**src/rtl/crossbar_input_ctrl.sv**
```systemverilog
// -----------------------------------------------------------------------------
// crossbar_input_ctrl
//
// Purpose:
//   Per-ingress-port front end of the crossbar. Pops frames from the ingress
//   port's show-ahead FIFO and raises a one-hot request toward the
//   destination output's arbiter. While that arbiter's grant is held, it
//   streams the frame one word per cycle. After each frame the request drops
//   for one cycle (GAP), so the arbiter releases its hold between frames.
//   Frames addressed to an output index >= P_PORTS are read and discarded.
//
// Handshake:
//   A FIFO word is consumed on any cycle where fifo_rd_o=1. In ACTIVE this
//   happens when grant_i[dest_q] is high and the FIFO is non-empty. grant_i
//   may depend combinationally on request_o in the same cycle. Forwarded
//   words appear on data_o/last_o the cycle after they are read, qualified by
//   valid_o. There is no backpressure from downstream; the arbiter grant is
//   the only flow control.
//
// Parameters:
//   P_PORTS   number of crossbar outputs (>= 2)
//   P_DATA_W  data word width
//   P_DEST_W  destination field width
//
// Ports:
//   clk_i, rst_ni     clock, asynchronous active-low reset
//   fifo_empty_i      ingress FIFO empty
//   fifo_data_i       FIFO head word (show-ahead)
//   fifo_last_i       head word is the last word of its frame
//   fifo_dest_i       destination of the frame (valid on its first word)
//   fifo_rd_o         pop the FIFO head this cycle
//   request_o         one-hot request to the output arbiters
//   grant_i           this input's grant bit from each output arbiter
//   data_o            forwarded word (registered)
//   valid_o           data_o valid
//   last_o            data_o is the last word of its frame
//   dest_o            destination of the current frame (crossbar column select)
//   frame_cnt_o       forwarded-frame count, 16-bit wrapping (stats build only)
//   drop_cnt_o        dropped-frame count, 16-bit wrapping (stats build only)
//   state_o           debug view of the FSM state (IDLE=0 ACTIVE=1 DROP=2 GAP=3)
//
// Build option:
//   CROSSBAR_INPUT_STATS_EN  when defined, adds frame_cnt_o / drop_cnt_o and
//                            their counters.
// -----------------------------------------------------------------------------
module crossbar_input_ctrl #(
    parameter int P_PORTS  = 3,
    parameter int P_DATA_W = 8,
    parameter int P_DEST_W = $clog2(P_PORTS)
) (
    input  logic                clk_i,
    input  logic                rst_ni,
    input  logic                fifo_empty_i,
    input  logic [P_DATA_W-1:0] fifo_data_i,
    input  logic                fifo_last_i,
    input  logic [P_DEST_W-1:0] fifo_dest_i,
    output logic                fifo_rd_o,
    output logic [P_PORTS-1:0]  request_o,
    input  logic [P_PORTS-1:0]  grant_i,
    output logic [P_DATA_W-1:0] data_o,
    output logic                valid_o,
    output logic                last_o,
    output logic [P_DEST_W-1:0] dest_o,
`ifdef CROSSBAR_INPUT_STATS_EN
    output logic [15:0]         frame_cnt_o,
    output logic [15:0]         drop_cnt_o,
`endif
    output logic [1:0]          state_o
);

    typedef enum logic [1:0] {
        S_IDLE   = 2'd0,
        S_ACTIVE = 2'd1,
        S_DROP   = 2'd2,
        S_GAP    = 2'd3
    } state_e;

    // One extra bit so the port count itself is representable.
    localparam logic [P_DEST_W:0] L_PORTS = (P_DEST_W + 1)'(P_PORTS);

    state_e                state_q, state_d;
    logic [P_DEST_W-1:0]   dest_q, dest_d;
    logic [P_DATA_W-1:0]   data_q;
    logic                  valid_q;
    logic                  last_q;

    logic [P_PORTS-1:0]    dest_onehot;
    logic                  grant_sel;
    logic                  dest_ok;
    logic                  fifo_rd;
    logic                  rd_fwd;

    // -------------------------------------------------------------------------
    // Destination decode
    // -------------------------------------------------------------------------
    always_comb begin
        dest_onehot = '0;
        for (int k = 0; k < P_PORTS; k++) begin
            dest_onehot[k] = (dest_q == P_DEST_W'(k));
        end
    end

    // Masking with the one-hot vector ignores grant bits of other outputs.
    assign grant_sel = |(grant_i & dest_onehot);

    assign dest_ok = ({1'b0, fifo_dest_i} < L_PORTS);

    // -------------------------------------------------------------------------
    // FSM: next state and combinational outputs
    // -------------------------------------------------------------------------
    always_comb begin
        state_d   = state_q;
        dest_d    = dest_q;
        fifo_rd   = 1'b0;
        request_o = '0;
        case (state_q)
            S_IDLE: begin
                // Latch the destination from the head word; no read yet.
                if (!fifo_empty_i) begin
                    dest_d  = fifo_dest_i;
                    state_d = dest_ok ? S_ACTIVE : S_DROP;
                end
            end
            S_ACTIVE: begin
                // The request stays up across grant/empty stalls so the
                // arbiter keeps this input selected for the whole frame.
                request_o = dest_onehot;
                if (grant_sel && !fifo_empty_i) begin
                    fifo_rd = 1'b1;
                    if (fifo_last_i) begin
                        state_d = S_GAP;
                    end
                end
            end
            S_DROP: begin
                if (!fifo_empty_i) begin
                    fifo_rd = 1'b1;
                    if (fifo_last_i) begin
                        state_d = S_IDLE;
                    end
                end
            end
            S_GAP: begin
                // One request-free cycle releases the arbiter's grant hold.
                state_d = S_IDLE;
            end
            default: begin
                state_d = S_IDLE;
            end
        endcase
    end

    // Only reads taken in ACTIVE are forwarded; DROP reads are discarded.
    assign rd_fwd = fifo_rd && (state_q == S_ACTIVE);

    // -------------------------------------------------------------------------
    // State and datapath registers
    // -------------------------------------------------------------------------
    always_ff @(posedge clk_i or negedge rst_ni) begin
        if (!rst_ni) begin
            state_q <= S_IDLE;
            dest_q  <= '0;
            data_q  <= '0;
            valid_q <= 1'b0;
            last_q  <= 1'b0;
        end else begin
            state_q <= state_d;
            dest_q  <= dest_d;
            valid_q <= rd_fwd;
            last_q  <= rd_fwd & fifo_last_i;
            if (rd_fwd) begin
                data_q <= fifo_data_i;
            end
        end
    end

`ifdef CROSSBAR_INPUT_STATS_EN
    // -------------------------------------------------------------------------
    // Frame statistics (16-bit, wrap naturally)
    // -------------------------------------------------------------------------
    logic [15:0] frame_cnt_q;
    logic [15:0] drop_cnt_q;

    always_ff @(posedge clk_i or negedge rst_ni) begin
        if (!rst_ni) begin
            frame_cnt_q <= '0;
            drop_cnt_q  <= '0;
        end else begin
            if (valid_q && last_q) begin
                frame_cnt_q <= frame_cnt_q + 16'd1;
            end
            if ((state_q == S_DROP) && fifo_rd && fifo_last_i) begin
                drop_cnt_q <= drop_cnt_q + 16'd1;
            end
        end
    end

    assign frame_cnt_o = frame_cnt_q;
    assign drop_cnt_o  = drop_cnt_q;
`endif

    // -------------------------------------------------------------------------
    // Outputs
    // -------------------------------------------------------------------------
    assign fifo_rd_o = fifo_rd;
    assign data_o    = data_q;
    assign valid_o   = valid_q;
    assign last_o    = last_q;
    assign dest_o    = dest_q;
    assign state_o   = state_q;

endmodule

```
**config.mk**
```make
export PLATFORM = sky130hd
export DESIGN_NAME = crossbar_input_ctrl
export DESIGN_NICKNAME = d
export VERILOG_FILES = /design/src/rtl/crossbar_input_ctrl.sv
export SDC_FILE = /design/constraint.sdc
export NUM_CORES = 1
export LEC_CHECK = 0
export CORE_MARGIN = 2
export CORE_UTILIZATION = 42
export DETAILED_ROUTE_END_ITERATION = 7
export GPL_TIMING_DRIVEN = 0
export PLACE_DENSITY = 0.83
export SYNTH_ARGS = -nofsm -noshare
export SYNTH_HDL_FRONTEND = slang
export SYNTH_SLANG_ARGS = --single-unit
```
**constraint.sdc**
```tcl
create_clock -name clk_i -period 3.05 [get_ports clk_i]
set_clock_uncertainty 0.05 [all_clocks]
set_input_delay 0.61 -clock clk_i [delete_from_list [all_inputs] [get_ports clk_i]]
set_output_delay 0.61 -clock clk_i [all_outputs]
set_load 0.01 [all_outputs]
```
==> results of run 1 <==
power by group through the flow:
stage	sequential (mW)	combinational [mW]	clock [mW]
floorplan	0.375	0.306	0
global placement	0.341	0.600	0
detailed placement	0.344	0.624	0
CTS	0.343	0.627	0.137
global route	0.356	0.670	0.147
finish	0.341	0.621	0.135
sequential cells by signal, indices dropped and copies added (netlist names):
register and cells:
last_o 1, valid_o 1, data_o 8, state_o 2
dest_o 2
through the flow:
stage / std cells / hold WS [ps] / util [%] / power (mW) / area, sq um
2_1_floorplan: 53 / 264 / - / 0.681 / 709
3_3_place_gp: 103 / 444 / 69.4 / 0.941 / 1070
3_5_place_dp: 103 / 448 / 69.4 / 0.968 / 1070
4_1_cts: 107 / 478 / 71.8 / 1.11 / 1110
5_1_grt: 107 / 495 / 71.8 / 1.17 / 1110
6_report: 107 / 472 / 71.8 / 1.10 / 1110
cell usage in the layout, fill, tap and decap left out, types with 2 or more instances in the layout:
master           count
mux2_1               2
mux2_4               8
clkbuf_4             3
ha_1                 3
clkdlybuf4s50_1     34
nor3b_1              3
inv_1                3
a31oi_1              2
dfrtp_1             14
a21oi_1              3
o22a_1               2
routing by layer:
| layer | wire length [microns] | GRT usage [%] | up-vias |
|---|---|---|---|
| met1 | 650 | 22.4 | 260 |
| met5 | 0 | 0 | - |
| met4 | 11 | 5.29 | 0 |
| met2 | 819 | 29.4 | 23 |
| li1 | - | - | 272 |
| met3 | 116 | 6.00 | 2 |
final cells by class:
type                            count  area, sq um  area share [%]
Multi-Input combinational cell     34          333            30.1
Sequential cell                    14          350            31.7
Buffer                              1         11.3            1.02
Tap cell                           16         20.0            1.81
Clock buffer                        4         36.3            3.28
Inverter                            4         15.0            1.36
Timing Repair Buffer               34          340            30.8
final timing paths:
path	end	cells past startpoint	slack, ps	startpoint
worst max-delay path	fifo_rd_o	6	110	grant_i[2]
worst min-delay path	data_o[0]$_DFFE_PN0P_	1	470	data_o[0]$_DFFE_PN0P_
worst max register to register	data_o[2]$_DFFE_PN0P_	5	1350	dest_o[1]$_DFFE_PN0P_
worst min register to register	data_o[0]$_DFFE_PN0P_	1	470	data_o[0]$_DFFE_PN0P_
max in group asynchronous	last_o$_DFF_PN0_	1	1900	rst_ni
min in group asynchronous	data_o[5]$_DFFE_PN0P_	1	650	rst_ni
critical path, stage by stage:
cell	delay [ps]
clkdlybuf4s50_1	450
mux2i_1	80
o21ai_2	220
a21oi_1	100
nor3b_1	230
clkdlybuf4s50_1	590
logic make-up (layout without fill, tap and decap cells):
family / count (synthesis) / after routing
flops: 14 / 14
compound gates: 12 / 12
mux: 11 / 11
simple gates: 8 / 8
buf+inv: 5 / 43
fa+ha+maj: 3 / 3
Yosys cell counts, types with 2 or more instances:
master and count:
ha_1 3, nor3b_1 3, inv_1 3, o22a_1 2
dfrtp_1 14, mux2_1 2, a21oi_1 3, a31oi_1 2
mux2_4 8
==> reports/qor.csv, run 1 <==
stage;metric;value;unit
run_status;run status;finished, final reports clean;
clock_network;total clock sinks;14;
global_routing;wire length of the first global-routing pass;2590;microns
power;clock network fraction of total power;12.3;%
clock_network;Longest Clk Path Bufs;2;
floorplan;Die X;45.1;microns
clock_network;CTS Root Buffer Type;clkbuf_4;
logic_synthesis;Yosys top cell area share;49.4;%
cells_and_area;Synth-to-Final Area Change;55.9;%
drt;total DRC errors in the routed layout;0;
drt;number of vias after detailed routing;557;
timing;post-layout worst setup margin;106;ps
power;net switching fraction of the power;33.9;%
logic_synthesis;fraction of synthesized area in multiplexers;21.5;%
drt;vias per cell;5.21;
timing;relative slew slack;59.2;%
logic_synthesis;count of mapped cells out of synthesis;53;
timing;Sum Neg Setup Slack;0;ps
drt;detailed-route wire length per cell;14.9;microns
global_routing;total grt overflow;0;
logic_synthesis;post-synth net total;73;
power;NetSw;0.372;mW
logic_synthesis;top area cells in the synthesized netlist;dfrtp_1, mux2_4, ha_1;
logic_synthesis;combinational family with the most area after synthesis;multiplexers;
clock_network;clock insertion delay at the later pin of the skew report;280;ps
cells_and_area;fraction of layout cells with a size suffix above 1;17.6;%
clock_network;setup fix buffers added after clock tree synthesis;0;
floorplan;top-level I/O count;35;
clock_network;TritonCTS clock tree;done;
timing;Period Utilization, post-route;96.5;%
place;number of buffers added on ports;34;
clock_network;number of buffers inserted during clock tree synthesis;3;
worst_setup_path;launching element type of the critical path;input pin;
drt;Initial DRT Pass Iterations;2;
drt;detailed router's first-iteration violation count;7;
power;share of total power in combinational logic;56.6;%
place;last weighted congestion value of the routability-driven placer;0.684;
timing;achievable frequency;340;MHz
place;half-perimeter wire length after detailed placement;1320;microns
power;internal power consumption;0.724;mW
place;Setup Slack @ Placement;111;ps
logic_synthesis;Cell variety after synth;22;
timing;minimum clock period;2940;ps
cells_and_area;fill cell count;125;
global_routing;number of antenna violations at the first check in global routing;0;
power;highest ir drop seen on vdd;0.596;mV
timing;slew at the pin closest to its max-slew limit;610;ps
logic_synthesis;post-synth top area cell;dfrtp_1;
timing;Final Hold Fails;0;
floorplan;full die area;2030;sq um
floorplan;number of placement rows;14;
power;power density cells;992;nW/um^2
flow_run;# Max-Cap Violations;0;
worst_setup_path;endpoint type of the worst setup path;output pin;
timing;Final Setup Violations;0;
logic_synthesis;Most used DFF post-synth;dfrtp_1;
logic_synthesis;asr flop ratio synth;100;%
floorplan;Placeable Area;1540;sq um
clock_network;count of H-tree levels built during CTS;1;
timing;unrepaired setup endpoints after global routing;false;
worst_setup_path;Data required, critical path;2390;ps
global_routing;number of global-route vias before repair;576;
logic_synthesis;syn_area_per_cell;13.4;sq um
power;sequential power share;31.1;%
logic_synthesis;Synth Area in Compound Gates;12.9;%
logic_synthesis;Syn Std Cell Area;709;sq um
logic_synthesis;Synth warnings;0;
cells_and_area;nets@finish;112;
logic_synthesis;share of synthesized cell area in full adder, half adder and majority cells;5.29;%
logic_synthesis;post-synthesis sequential area ratio;49.4;%
drt;number of nets with antenna violations after routing;0;
worst_setup_path;Critical Setup Path Class;in2out;
worst_setup_path;peak fanout along the critical path;5;
hold_path;Hold Crit Class;reg2reg;
worst_setup_path;data arrival at the endpoint of the critical path;2280;ps
global_routing;total global-route track usage;17.9;%
clock_network;Post-CTS Hold Buffers;0;
logic_synthesis;number of synthesized register bits;14;
drt;total wire length after detailed routing;1600;microns
cells_and_area;number of inserted diodes;0;
floorplan;Chip Height;45.1;microns
timing;Slew Limit Fails;0;
power;leakage power summed over all cells;0.479;nW
floorplan;starting utilization of the core area;46.0;%
clock_network;clock slew at the register clock pins of the worst setup and hold paths;80;ps
clock_network;Resized Gates After CTS;0;
global_routing;pin count of the biggest net entering global routing;15;
logic_synthesis;Synth Area in Simple Gates;7.23;%
logic_synthesis;number of enable-type register cells in the synthesized netlist;0;
logic_synthesis;Post-Synth XOR/XNOR Area;0;%
Power figures use the tool's default switching activity.
==> run 2, diff against run 1 <==
- PLACE_DENSITY: 0.83 -> 0.81
==> run 2 against run 1 <==
  * Sequential cell count is the same
  * Critical path depth stayed put
  * Cell count is the same
  * Sequential power about the same
  * Wire length up 2.9%
  * Non-clock buffer count is the same
  * Sequential share of layout area is the same
  * Critical path type unchanged
  * Largest cell class unchanged
  * Largest power group unchanged
==> reports/qor.csv, run 2 (same netlist as run 1, synthesis figures left out) <==
stage;metric;value;unit;change
worst_setup_path;path length in cells of the critical path;6;;unchanged
drt;Initial DRT Pass Iterations;4;;+2
worst_setup_path;sum of buffers and inverters on the critical path;2;;unchanged
cells_and_area;number of inserted diodes;0;;unchanged
drt;number of vias after detailed routing;565;;+1.4%
global_routing;number of global-route vias before repair;545;;-5.4%
timing;achievable frequency;344;MHz;+1.3%
timing;Worst Hold Margin;466;ps;-5.47 ps
place;placement-stage cell area;1070;sq um;unchanged
cells_and_area;area taken by flip-flops and latches;350;sq um;unchanged
drt;vias per cell;5.28;;+1.4%
timing;Slew Limit Fails;0;;unchanged
power;highest ir drop seen on vdd;0.599;mV;+0.41%
cells_and_area;Post-Layout Inst Area;1110;sq um;unchanged
worst_setup_path;Worst path max stage delay;560;ps;-30 ps
cells_and_area;fill cell count;120;;-4.0%
place;last weighted congestion value of the routability-driven placer;0.741;;+8.3%
global_routing;wire length of the first global-routing pass;2620;microns;+1.1%
run_status;run status;finished, final reports clean;;
worst_setup_path;Critical Setup Path Class;in2out;;
timing;unrepaired setup endpoints after global routing;false;;
drt;total wire length after detailed routing;1650;microns;+2.9%
floorplan;full die area;2030;sq um;unchanged
hold_path;hold depth;1;;unchanged
drt;detailed router's first-iteration violation count;5;;-2
floorplan;Die X;45.1;microns;unchanged
global_routing;number of antenna violations at the first check in global routing;0;;unchanged
clock_network;clock slew at the register clock pins of the worst setup and hold paths;80;ps;about the same
worst_setup_path;Worst Reg2Reg Path Length in Cells;5;;unchanged
clock_network;Post-CTS Hold Buffers;0;;unchanged
place;half-perimeter wire length after detailed placement;1320;microns;-0.29%
clock_network;clock insertion delay at the later pin of the skew report;280;ps;about the same
power;sequential power share;31.4;%;+0.3 points
worst_setup_path;launching element type of the critical path;input pin;;
cells_and_area;number of flip-flops under the largest register name;8;;unchanged
cells_and_area;area used by multi-input combinational logic;333;sq um;unchanged
drt;total DRC errors in the routed layout;0;;unchanged
clock_network;setup fix buffers added after clock tree synthesis;0;;unchanged
floorplan;number of placement rows;14;;unchanged
clock_network;Longest Clk Path Bufs;2;;unchanged
timing;slew at the pin closest to its max-slew limit;621;ps;+10.9 ps
cells_and_area;Synth-to-Final Area Change;55.9;%;unchanged
global_routing;total grt overflow;0;;unchanged
hold_path;Hold Crit Class;reg2reg;;
worst_setup_path;most prevalent standard cell on the critical path;clkdlybuf4s50_1;;
power;total power;1.09;mW;-0.23%
worst_setup_path;peak fanout along the critical path;5;;unchanged
place;number of buffers added on ports;34;;unchanged
power;power density cells;989;nW/um^2;-0.23%
timing;Period Utilization, post-route;95.3;%;-1.2 points
clock_network;number of buffers inserted during clock tree synthesis;3;;unchanged
global_routing;pin count of the biggest net entering global routing;15;;unchanged
clock_network;TritonCTS clock tree;done;;
cells_and_area;most common cell after layout, fill and taps aside;clkdlybuf4s50_1;;
timing;Sum Neg Setup Slack;0;ps;unchanged
power;net switching fraction of the power;33.8;%;-0.10 points
cells_and_area;nets@finish;112;;unchanged
worst_setup_path;Worst path slowest cell;clkdlybuf4s50_1;;
timing;Final Setup Violations;0;;unchanged
flow_run;# Max-Cap Violations;0;;unchanged
worst_setup_path;cell family with the largest share of critical-path delay;buffers and inverters;;
worst_setup_path;endpoint type of the worst setup path;output pin;;
worst_setup_path;worst path cell trace;clkdlybuf4s50_1 > mux2i_1 > o21ai_2 > a21oi_1 > nor3b_1 > clkdlybuf4s50_1;;
worst_setup_path;data arrival at the endpoint of the critical path;2250;ps;-30 ps
drt;detailed-route wire length per cell;15.4;microns;+2.9%
timing;relative slew slack;58.5;%;-0.73 points
power;share of total power in combinational logic;56.6;%;about the same
drt;number of nets with antenna violations after routing;0;;unchanged
clock_network;Resized Gates After CTS;0;;unchanged
global_routing;total global-route track usage;18.5;%;+0.60 points
floorplan;top-level I/O count;35;;unchanged
worst_setup_path;Data required, critical path;2390;ps;about the same
power;clock network fraction of total power;12.0;%;-0.3 points
cells_and_area;leading cell types in the layout, fill and taps excluded;clkdlybuf4s50_1, dfrtp_1, mux2_4;;
cells_and_area;Final Util;71.8;%;unchanged
timing;Final Hold Fails;0;;unchanged
clock_network;total clock sinks;14;;unchanged
floorplan;Chip Height;45.1;microns;unchanged
floorplan;Placeable Area;1540;sq um;unchanged
timing;minimum clock period;2910;ps;-36.8 ps
power;internal power consumption;0.724;mW;about the same
power;leakage power summed over all cells;0.479;nW;unchanged
cells_and_area;fraction of layout cells with a size suffix above 1;17.6;%;unchanged
power;NetSw;0.370;mW;-0.53%
clock_network;CTS Root Buffer Type;clkbuf_4;;
clock_network;count of H-tree levels built during CTS;1;;unchanged
floorplan;starting utilization of the core area;46.0;%;unchanged
[run 2: cell counts in the layout (fill, tap and decap cells not counted)]
Identical to the previous run, type by type.
[run 2: area by class of cell]
cell class	count	share of cell area, %
Buffer	1	1.02
Clock buffer	4	3.28
Inverter	4	1.36
Multi-Input combinational cell	34	30.1
Sequential cell	14	31.7
Tap cell	16	1.81
Timing Repair Buffer	34	30.8
[run 2: through the flow]
| step | worst slack, ps | cells |
|---|---|---|
| 3_3_place_gp | 192 | 103 |
| 2_1_floorplan | 1120 | 53 |
| 6_report | 143 | 107 |
| 5_1_grt | 45.8 | 107 |
| 3_5_place_dp | 142 | 103 |
| 4_1_cts | 135 | 107 |
[run 2: final timing paths]
path	start	endpoint	slack, ps
worst max-delay path	grant_i[2]	fifo_rd_o	140
worst min-delay path	data_o[3]$_DFFE_PN0P_	data_o[3]$_DFFE_PN0P_	470
worst max register to register	dest_o[1]$_DFFE_PN0P_	data_o[7]$_DFFE_PN0P_	1330
max in group asynchronous	rst_ni	data_o[1]$_DFFE_PN0P_	1890
min in group asynchronous	rst_ni	data_o[6]$_DFFE_PN0P_	660
worst min register to register	data_o[3]$_DFFE_PN0P_	data_o[3]$_DFFE_PN0P_	470
[run 2: power groups by stage]
stage	registers (mW)	clock network [mW]	logic, mW
5_1_grt	0.356	0.144	0.664
3_3_place_gp	0.339	0	0.602
3_5_place_dp	0.347	0	0.619
4_1_cts	0.344	0.136	0.623
2_1_floorplan	0.375	0	0.306
6_report	0.343	0.132	0.619
[run 2: worst reg2reg max path: stages, from the launching register on]
cell	delay (ps)
dfrtp_1	450
mux2i_1	150
o21ai_2	240
o2111a_1	230
buf_6	170
mux2_4	320
[run 2: metal layers]
layer	GRT usage (%)	wire (microns)	part of all wire, %	up-vias
met5	0	0	0	-
met4	3.53	0	0	0
met3	7.60	75	4.6	0
met2	30.3	929	56	17
met1	23.3	639	39	277
li1	-	-	-	271
